===== src/rtl/sub_cmp_pkg.sv =====
// Shared types for the bit-serial subtractor/comparator.
//   sub_cmp_state_e : controller FSM states (IDLE, RUN, DONE)
//   cmp_result_t    : one-hot magnitude compare result (lt, eq, gt)
package sub_cmp_pkg;

  typedef enum logic [1:0] {
    IDLE = 2'd0,
    RUN  = 2'd1,
    DONE = 2'd2
  } sub_cmp_state_e;

  typedef struct packed {
    logic lt;
    logic eq;
    logic gt;
  } cmp_result_t;

endpackage


===== src/rtl/Fullsubtractor.sv =====
// 1-bit full subtractor cell: computes A - B - Bin.
// Ports:
//   A, B, Bin  in  : minuend bit, subtrahend bit, borrow-in
//   Difference out : difference bit
//   Bout       out : borrow-out
module Fullsubtractor (
  input  logic A,
  input  logic B,
  input  logic Bin,
  output logic Difference,
  output logic Bout
);

  assign Difference = A ^ B ^ Bin;
  assign Bout       = (~A & B) | (~(A ^ B) & Bin);

endmodule


===== src/rtl/serial_sub_compare.sv =====
// Bit-serial WIDTH-bit subtractor/comparator. Operands are captured on a valid/ready
// request, one shared full-subtractor cell is stepped over the bits LSB first, and the
// difference, final borrow and one-hot compare flags are returned on a valid/ready response.
// Ports:
//   clk, rst            : clock, synchronous active-high reset
//   req_valid/req_ready : request handshake; a (minuend), b (subtrahend) sampled on it
//   rsp_valid/rsp_ready : response handshake
//   diff, borrow        : (a - b) mod 2^WIDTH and final borrow-out (1 iff a < b)
//   a_lt_b/a_eq_b/a_gt_b: one-hot compare result, valid with rsp_valid
module serial_sub_compare
  import sub_cmp_pkg::*;
#(
  parameter int unsigned WIDTH = 8
) (
  input  logic             clk,
  input  logic             rst,
  input  logic             req_valid,
  output logic             req_ready,
  input  logic [WIDTH-1:0] a,
  input  logic [WIDTH-1:0] b,
  output logic             rsp_valid,
  input  logic             rsp_ready,
  output logic [WIDTH-1:0] diff,
  output logic             borrow,
  output logic             a_lt_b,
  output logic             a_eq_b,
  output logic             a_gt_b
);

  localparam int unsigned CntW = (WIDTH > 1) ? $clog2(WIDTH) : 1;

  sub_cmp_state_e state_q, state_d;

  logic [WIDTH-1:0] a_sh_q, b_sh_q, diff_sh_q;
  logic             borrow_run_q;
  logic             nz_q;
  logic [CntW-1:0]  cnt_q;

  // Result registers: held from the end of one operation until the next one completes.
  logic [WIDTH-1:0] res_diff_q;
  logic             res_borrow_q;
  cmp_result_t      res_cmp_q;

  logic             cell_d, cell_bout;
  logic             last_bit;
  logic [WIDTH-1:0] diff_sh_nxt;
  logic             nz_nxt;
  cmp_result_t      cmp_nxt;

  Fullsubtractor u_cell (
    .A         (a_sh_q[0]),
    .B         (b_sh_q[0]),
    .Bin       (borrow_run_q),
    .Difference(cell_d),
    .Bout      (cell_bout)
  );

  assign last_bit = (cnt_q == CntW'(WIDTH - 1));

  // New difference bit enters at the MSB; after WIDTH shifts bit 0 holds the LSB.
  assign diff_sh_nxt = {cell_d, {(WIDTH-1){1'b0}}} | (diff_sh_q >> 1);
  assign nz_nxt      = nz_q | cell_d;

  always_comb begin
    cmp_nxt.lt = cell_bout;
    cmp_nxt.eq = ~cell_bout & ~nz_nxt;
    cmp_nxt.gt = ~cell_bout & nz_nxt;
  end

  always_comb begin
    state_d = state_q;
    unique case (state_q)
      IDLE:    if (req_valid) state_d = RUN;
      RUN:     if (last_bit) state_d = DONE;
      DONE:    if (rsp_ready) state_d = IDLE;
      default: state_d = IDLE;
    endcase
  end

  always_ff @(posedge clk) begin
    if (rst) begin
      state_q      <= IDLE;
      a_sh_q       <= '0;
      b_sh_q       <= '0;
      diff_sh_q    <= '0;
      borrow_run_q <= 1'b0;
      nz_q         <= 1'b0;
      cnt_q        <= '0;
      res_diff_q   <= '0;
      res_borrow_q <= 1'b0;
      res_cmp_q    <= '0;
    end else begin
      state_q <= state_d;
      case (state_q)
        IDLE: begin
          if (req_valid) begin
            a_sh_q       <= a;
            b_sh_q       <= b;
            diff_sh_q    <= '0;
            borrow_run_q <= 1'b0;
            nz_q         <= 1'b0;
            cnt_q        <= '0;
          end
        end
        RUN: begin
          a_sh_q       <= a_sh_q >> 1;
          b_sh_q       <= b_sh_q >> 1;
          diff_sh_q    <= diff_sh_nxt;
          borrow_run_q <= cell_bout;
          nz_q         <= nz_nxt;
          cnt_q        <= cnt_q + CntW'(1);
          if (last_bit) begin
            res_diff_q   <= diff_sh_nxt;
            res_borrow_q <= cell_bout;
            res_cmp_q    <= cmp_nxt;
          end
        end
        default: ;
      endcase
    end
  end

  // Held low during reset so no request is taken while the block is being cleared.
  assign req_ready = (state_q == IDLE) && !rst;
  assign rsp_valid = (state_q == DONE);
  assign diff      = res_diff_q;
  assign borrow    = res_borrow_q;
  assign a_lt_b    = res_cmp_q.lt;
  assign a_eq_b    = res_cmp_q.eq;
  assign a_gt_b    = res_cmp_q.gt;

endmodule


===== config.mk =====
export PLATFORM = sky130hd
export DESIGN_NAME = serial_sub_compare
export DESIGN_NICKNAME = d
export VERILOG_FILES = /design/src/rtl/sub_cmp_pkg.sv /design/src/rtl/Fullsubtractor.sv /design/src/rtl/serial_sub_compare.sv
export SDC_FILE = /design/constraint.sdc
export NUM_CORES = 1
export LEC_CHECK = 0
export CAP_MARGIN = 20
export CORE_ASPECT_RATIO = 1.75
export CORE_MARGIN = 2
export CORE_UTILIZATION = 55
export DETAILED_ROUTE_END_ITERATION = 8
export PLACE_DENSITY = 0.88
export SKIP_CTS_REPAIR_TIMING = 1
export SYNTH_ARGS = -nofsm -noshare
export SYNTH_HDL_FRONTEND = slang
export SYNTH_SLANG_ARGS = --single-unit

===== constraint.sdc =====
create_clock -name clk -period 3.7 [get_ports clk]
set_clock_uncertainty 0.2 [all_clocks]
set_input_delay 0.74 -clock clk [delete_from_list [all_inputs] [get_ports clk]]
set_output_delay 0.74 -clock clk [all_outputs]
set_load 0.02 [all_outputs]

==> metrics.md, run 1 <==
| Metric | Value |
|---|---|
| ANT nets after route | `0` |
| Syn_area_per_cell | `9.73 µm²` |
| Core area | `0.00314 mm²` |
| Worst EP required | `2.76 ns` |
| Worst hold path type | `reg -> reg` |
| Max_cap viols | `0` |
| Final worst setup slack | `0.767 ns` |
| DR iter-0 viols | `27` |
| Register area share after synthesis | `about 45%` |
| PortBufs | `33` |
| Core Rows | `27` |
| CTS tree | `yes` |
| Syn Nets | `209` |
| Synth top area share | `45.4%` |
| Overflow after GRT | `0` |
| Sw Ratio | `24.7%` |
| Clock transition at the registers of the reported paths | `0.07 ns` |
| Synthesis-to-finish area growth | `22.8%` |
| Worst path arrival time | `1.99 ns` |
| H-tree levels | `2` |
| Layout cells sized above 1 | `16.4%` |
| I/O pin total | `34` |
| Die area | `0.00378 mm²` |
| Slew @ Worst Pin | `0.896 ns` |
| Die width | `47.4 µm` |
| Clock sink count | `41` |
| Fin Setup TNS | `0 ns` |
| Area leader, netlist | `dfxtp_1` |
| Post-Syn Area | `0.00181 mm²` |
| Synth top area cells | `dfxtp_1 45%, a211oi_2 7.6%, mux2i_1 6.6%` |
| CTS Buffer Depth | `2` |
| Max-slew violation count | `0` |
| Root Buffer | `clkbuf_8` |
| Leak | `between 0.8 and 0.9 nW` |
| Internal Power | `0.000688 W` |
| Final min period | `2.93 ns` |
| Flop pwr share | `51.8%` |
| Largest net degree at the start of global routing | `42` |
| Max_slew headroom | `40.2%` |
| Clock share of power | `35.1%` |
| Global-route wire length before repair | `6.42 mm` |
| Critical Path End Type | `primary output` |
| Final Core Density | `a little over two thirds` |
| DR pass1 iterations | `4` |
| RePlAce Congestion | `0.785` |
| Nets | `236` |
| Dpl cell area | `~0.0021 mm²` |
| Post-DP HPWL | `between 2 and 3 mm` |
| DR DRC count | `0` |
| Sw power | `0.000226 W` |
| Setup Crit Path Kind | `in -> out` |
| Fin area | `0.00222 mm²` |
| Wirelength per Cell | `14.9 µm` |
| Synth Register Bits | `between 40 and 50` |
| Max Clk Rate | `341 MHz` |
| Multi-input combinational cell area | `855 µm²` |
| Starting Density | `57.6%` |
| Clock latency on the worst-skew pair | `0.30 ns` |
| Total CTS buffers | `5` |
| Drt total wl | `3.83 mm` |
| Vias in the first global route | `1500` |
| Vias per cell | `5.62` |
| Register Area | `821 µm²` |
| Period Utilization, post-route | `between 70% and 80%` |
| Final Hold Fails | `0` |
| Overall via count from detail_route | `~1400` |
| Pre-CTS WS | `0.750 ns` |
| Initial antenna violation count | `0` |
| Die Y | `79.9 µm` |
| Logic pwr share | `13.1%` |
| Worst VDD drop | `0.295 mV` |
| Diodes inserted | `0` |
| Fillers | `248` |
| RSZ-0062 raised after global routing | `false` |
| Tot GR Track Use | `23.6%` |
| PD cells | `411 mW/mm²` |
| Largest fanout on the critical path | `2` |
| Syn Inst Count | `186` |
| Final setup fails | `0` |
| Distinct cells, synth | `37` |
| Worst setup SP type | `primary input` |
| Hold slack | `0.258 ns` |
| Outcome | `finished clean` |
| Ys Warns | `0` |
==> worst paths after layout <==
| check | slack, ns | cells after the start | start | to |
|---|---|---|---|---|
| hold / removal | 0.26 | 2 | diff[0] | diff[0] |
| setup / recovery | 0.77 | 3 | rst | req_ready |
| setup reg to reg | 1.75 | 4 | state_q[0] | borrow_run_q |
| hold reg to reg | 0.26 | 2 | diff[0] | diff[0] |
==> cell type report <==
class	instances	area share, %
clock inverter	1	0.225
timing repair buffer	37	17.1
clock buffer	7	4.34
tap	43	2.42
multi-input combinational	125	38.5
inverter	3	0.507
sequential	41	36.9
==> state kept, by name, indices dropped and copies added (netlist names) <==
register      count
a_eq_b            1
state_q           2
a_gt_b            1
nz_q              1
b_sh_q            8
a_lt_b            1
diff_sh_q         7
borrow_run_q      1
a_sh_q            8
cnt_q             3
diff              8
==> metal layers <==
layer,track usage [%],part of all wire (%)
met4,13.9,4.2
met1,25.3,37
met5,0,0
met3,6.11,4.0
met2,38.9,54
==> placed cells by master, fill, tap and decap left out <==
cell type,count
dfxtp_1,41
clkdlybuf4s50_1,33
nor2_1,25
nand2_1,18
a21oi_1,14
mux2i_1,12
a211oi_2,11
a22oi_1,9
clkbuf_8,7
nor2_2,6
o21ai_0,3
nor4_1,3
nor4_2,3
buf_4,3
inv_1,2
nor2b_1,2
nor3_1,2
nand2b_1,2
ha_1,2
inv_2,1
or4b_1,1
o21bai_1,1
a2bb2oi_1,1
and3b_1,1
a211oi_1,1
nand3b_1,1
nand4b_1,1
a211o_1,1
nor3b_1,1
o21ba_1,1
mux2_2,1
and4bb_2,1
fa_1,1
clkinv_2,1
buf_16,1
==> critical path, stage by stage <==
cell	delay [ns]
clkdlybuf4s50_1	0.45
nor3_1	0.16
clkdlybuf4s50_1	0.63
==> power groups by stage <==
stage	registers [W]	clock network, W	logic [W]
finish	0.000474	0.000321	0.000120
floorplan	0.000479	0	0.0000893
detailed placement	0.000489	0	0.000110
CTS	0.000479	0.000329	0.000111
global route	0.000476	0.000350	0.000131
global placement	0.000488	0	0.000104
==> metrics by stage <==
stage / total power (W) / cells
2_1_floorplan: 0.000569 / 186
3_3_place_gp: 0.000592 / 248
3_5_place_dp: 0.000599 / 248
4_1_cts: 0.000918 / 256
5_1_grt: 0.000957 / 257
6_report: 0.000914 / 257
==> kinds of logic (layout without fill, tap and decap cells) <==
kind of cell / after synthesis / after routing / synth area share [%]
fa+ha+maj: 3 / 3 / 2.49
buf+inv: 20 / 48 / 7.40
flops: 41 / 41 / 45.4
compound gates: 42 / 42 / 18.4
simple gates: 67 / 67 / 19.1
mux: 13 / 13 / 7.26
==> cells in the mapped netlist (all sizes together) <==
cell type,n
a211o,1
or4b,1
inv,3
nand2b,2
fa,1
and3b,1
dfxtp,41
mux2,1
buf,13
ha,2
o21ba,1
o21ai,3
clkbuf,4
nor3,2
a22oi,9
o21bai,1
a211oi,12
nor4,6
nand4b,1
nor3b,1
and4bb,1
nand3b,1
nor2,31
mux2i,12
a2bb2oi,1
nand2,18
nor2b,2
a21oi,14
(Power assumes the default switching activity.)
==> inputs of run 2 (changes only) <==
--- a/config.mk
+++ b/config.mk
@@ -8,9 +8,9 @@
 export CAP_MARGIN = 20
 export CORE_ASPECT_RATIO = 1.75
 export CORE_MARGIN = 2
-export CORE_UTILIZATION = 55
+export CORE_UTILIZATION = 51
 export DETAILED_ROUTE_END_ITERATION = 8
-export PLACE_DENSITY = 0.88
+export PLACE_DENSITY = 0.82
 export SKIP_CTS_REPAIR_TIMING = 1
 export SYNTH_ARGS = -nofsm -noshare
 export SYNTH_HDL_FRONTEND = slang
==> constraint.sdc (replaced) <==
create_clock -name clk -period 2.7 [get_ports clk]
set_clock_uncertainty 0.2 [all_clocks]
set_input_delay 0.54 -clock clk [delete_from_list [all_inputs] [get_ports clk]]
set_output_delay 0.54 -clock clk [all_outputs]
set_load 0.02 [all_outputs]
==> run 2 against run 1 <==
Compared with the run above:
- global-route usage is 3.8 points lower
- die area is 7.3% higher
- first-iteration DRC count is 37% lower
- sequential share of layout area is 0.42 points higher
- sequential power is 37% higher
- sequential cell count stayed put
- worst setup slack worse by 0.59 ns
- critical path depth is 1 lower
- largest cell class unchanged
- utilization is 6.1 points lower
- critical path type is now reg -> out
- count of clock-buffer cells in the layout stayed put
- total power is 35% higher
==> metrics.md, run 2 (same netlist as run 1, synthesis figures left out) <==
| Metric | Value |
|---|---|
| Most frequent cells in the layout | `41 x dfxtp_1, 33 x clkdlybuf4s50_1, 25 x nor2_1` |
| Clock transition at the registers of the reported paths | `0.08 ns (about the same)` |
| Register Area | `821 µm² (unchanged)` |
| Final worst setup slack | `0.181 ns (-0.586 ns)` |
| Wirelength per Cell | `14.2 µm (-4.8%)` |
| Fillers | `301 (+21%)` |
| DR iter-0 viols | `17 (-37%)` |
| Vias in the first global route | `1409 (-6.1%)` |
| ANT nets after route | `0 (unchanged)` |
| Nets | `235 (-0.42%)` |
| Critical Path End Type | `primary output` |
| Worst EP required | `1.96 ns (-0.80 ns)` |
| Worst hold path type | `reg -> reg` |
| Initial antenna violation count | `0 (unchanged)` |
| Starting Density | `53.2% (-4.3 points)` |
| Finished Layout Cells | `258 (+0.39%)` |
| Slew @ Worst Pin | `0.856 ns (-0.0402 ns)` |
| Layout cells sized above 1 | `16.0% (-0.39 points)` |
| Largest fanout on the critical path | `18 (+16)` |
| Most crowded layer after global routing | `met2` |
| Fin area | `0.00220 mm² (-1.1%)` |
| Max-slew violation count | `0 (unchanged)` |
| Worst setup SP type | `flip-flop` |
| Total CTS buffers | `5 (unchanged)` |
| Final min period | `2.52 ns` |
| RePlAce Congestion | `0.792 (+0.90%)` |
| DR DRC count | `0 (unchanged)` |
| Root Buffer | `clkbuf_8` |
| Period Utilization, post-route | `between 90 and 100%` |
| Dpl cell area | `0.00210 mm² (+0.12%)` |
| Die Y | `82.8 µm (+3.7%)` |
| Post-DP HPWL | `2.66 mm (-2.5%)` |
| Max_slew headroom | `42.8% (+2.7 points)` |
| Core area | `0.00340 mm² (+8.2%)` |
| Final setup fails | `0 (unchanged)` |
| Max Clk Rate | `397 MHz` |
| Worst VDD drop | `0.461 mV (+56%)` |
| CTS tree | `yes` |
| Global-route wire length before repair | `6.11 mm (-4.7%)` |
| Setup Crit Path Kind | `reg -> out` |
| CTS Buffer Depth | `2 (unchanged)` |
| RSZ-0062 raised after global routing | `false` |
| Drt total wl | `3.66 mm (-4.5%)` |
| Die area | `0.00406 mm² (+7.3%)` |
| Clock sink count | `41 (unchanged)` |
| H-tree levels | `2 (unchanged)` |
| I/O pin total | `34 (unchanged)` |
| Largest net degree at the start of global routing | `42 (unchanged)` |
| Overflow after GRT | `0 (unchanged)` |
| Diodes inserted | `0 (unchanged)` |
| PortBufs | `33 (unchanged)` |
| Final Hold Fails | `0 (unchanged)` |
| PD cells | `563 mW/mm² (+37%)` |
| Multi-input combinational cell area | `855 µm² (unchanged)` |
| Max_cap viols | `0 (unchanged)` |
| GRT met2 Usage | `39.0% (+0.12 points)` |
| Leak | `0.791 nW (-1.4%)` |
| Synthesis-to-finish area growth | `21.4%` |
| Placed insts | `250 (+0.81%)` |
| Outcome | `finished clean` |
| Core Rows | `28 (+3.7%)` |
| Worst path arrival time | `1.78 ns (-0.21 ns)` |
| Die width | `49.0 µm (+3.5%)` |
| Met3 usage | `5.56% (-0.55 points)` |
| Fin Setup TNS | `0 ns (unchanged)` |
| Most common cell after layout, fill and taps aside | `dfxtp_1` |
| Clock latency on the worst-skew pair | `0.29 ns (about the same)` |
| DR pass1 iterations | `4 (unchanged)` |
| GR Util met1 | `18.9% (-6.4 points)` |
| Pre-CTS WS | `0.194 ns (-0.556 ns)` |
| Vias per cell | `5.38 (-4.2%)` |
| Overall via count from detail_route | `1389 (-3.8%)` |
| Tot GR Track Use | `19.8% (-3.8 points)` |
run 2: final cells by class:
type / instances / area share [%]
Multi-Input combinational cell: 125 / 38.9
Sequential cell: 41 / 37.4
Timing Repair Buffer: 36 / 16.1
Clock buffer: 7 / 4.38
Tap cell: 45 / 2.56
Inverter: 3 / 0.513
Clock inverter: 1 / 0.228
run 2: layer usage:
metal,up-vias,share of wire (%)
li1,698,-
met1,656,38
met2,25,56
met3,10,3.9
met4,0,2.2
met5,-,0
run 2: final timing paths:
kind	start	to	slack (ns)	depth (start not counted)
worst min register to register	diff[3]	diff[3]	0.26	2
worst max register to register	state_q[0]	a_gt_b	0.56	4
worst min-delay path	diff[3]	diff[3]	0.26	2
worst max-delay path	state_q[1]	rsp_valid	0.18	2
run 2: power by group:
| group | total [W] | leakage, nW | internal (W) | switching [W] |
|---|---|---|---|---|
| combinational | 0.000155 | 0.402 | 0.0000773 | 0.0000782 |
| clock | 0.000430 | 0.0542 | 0.000231 | 0.000199 |
| sequential | 0.000650 | 0.335 | 0.000631 | 0.0000194 |
| total | 0.00124 | 0.791 | 0.000939 | 0.000297 |
run 2: stage by stage:
step	utilization [%]	total power, W	hold slack [ns]
detailed placement	61.7	0.000821	0.249
floorplan	-	0.000779	0.232
finish	64.7	0.00124	0.255
global placement	61.7	0.000813	0.243
CTS	64.7	0.00125	0.257
global route	64.7	0.00129	0.289
run 2: critical path, stage by stage (launching register included):
cell and delay (ns):
dfxtp_1 0.63, nor2b_1 0.24, clkdlybuf4s50_1 0.62
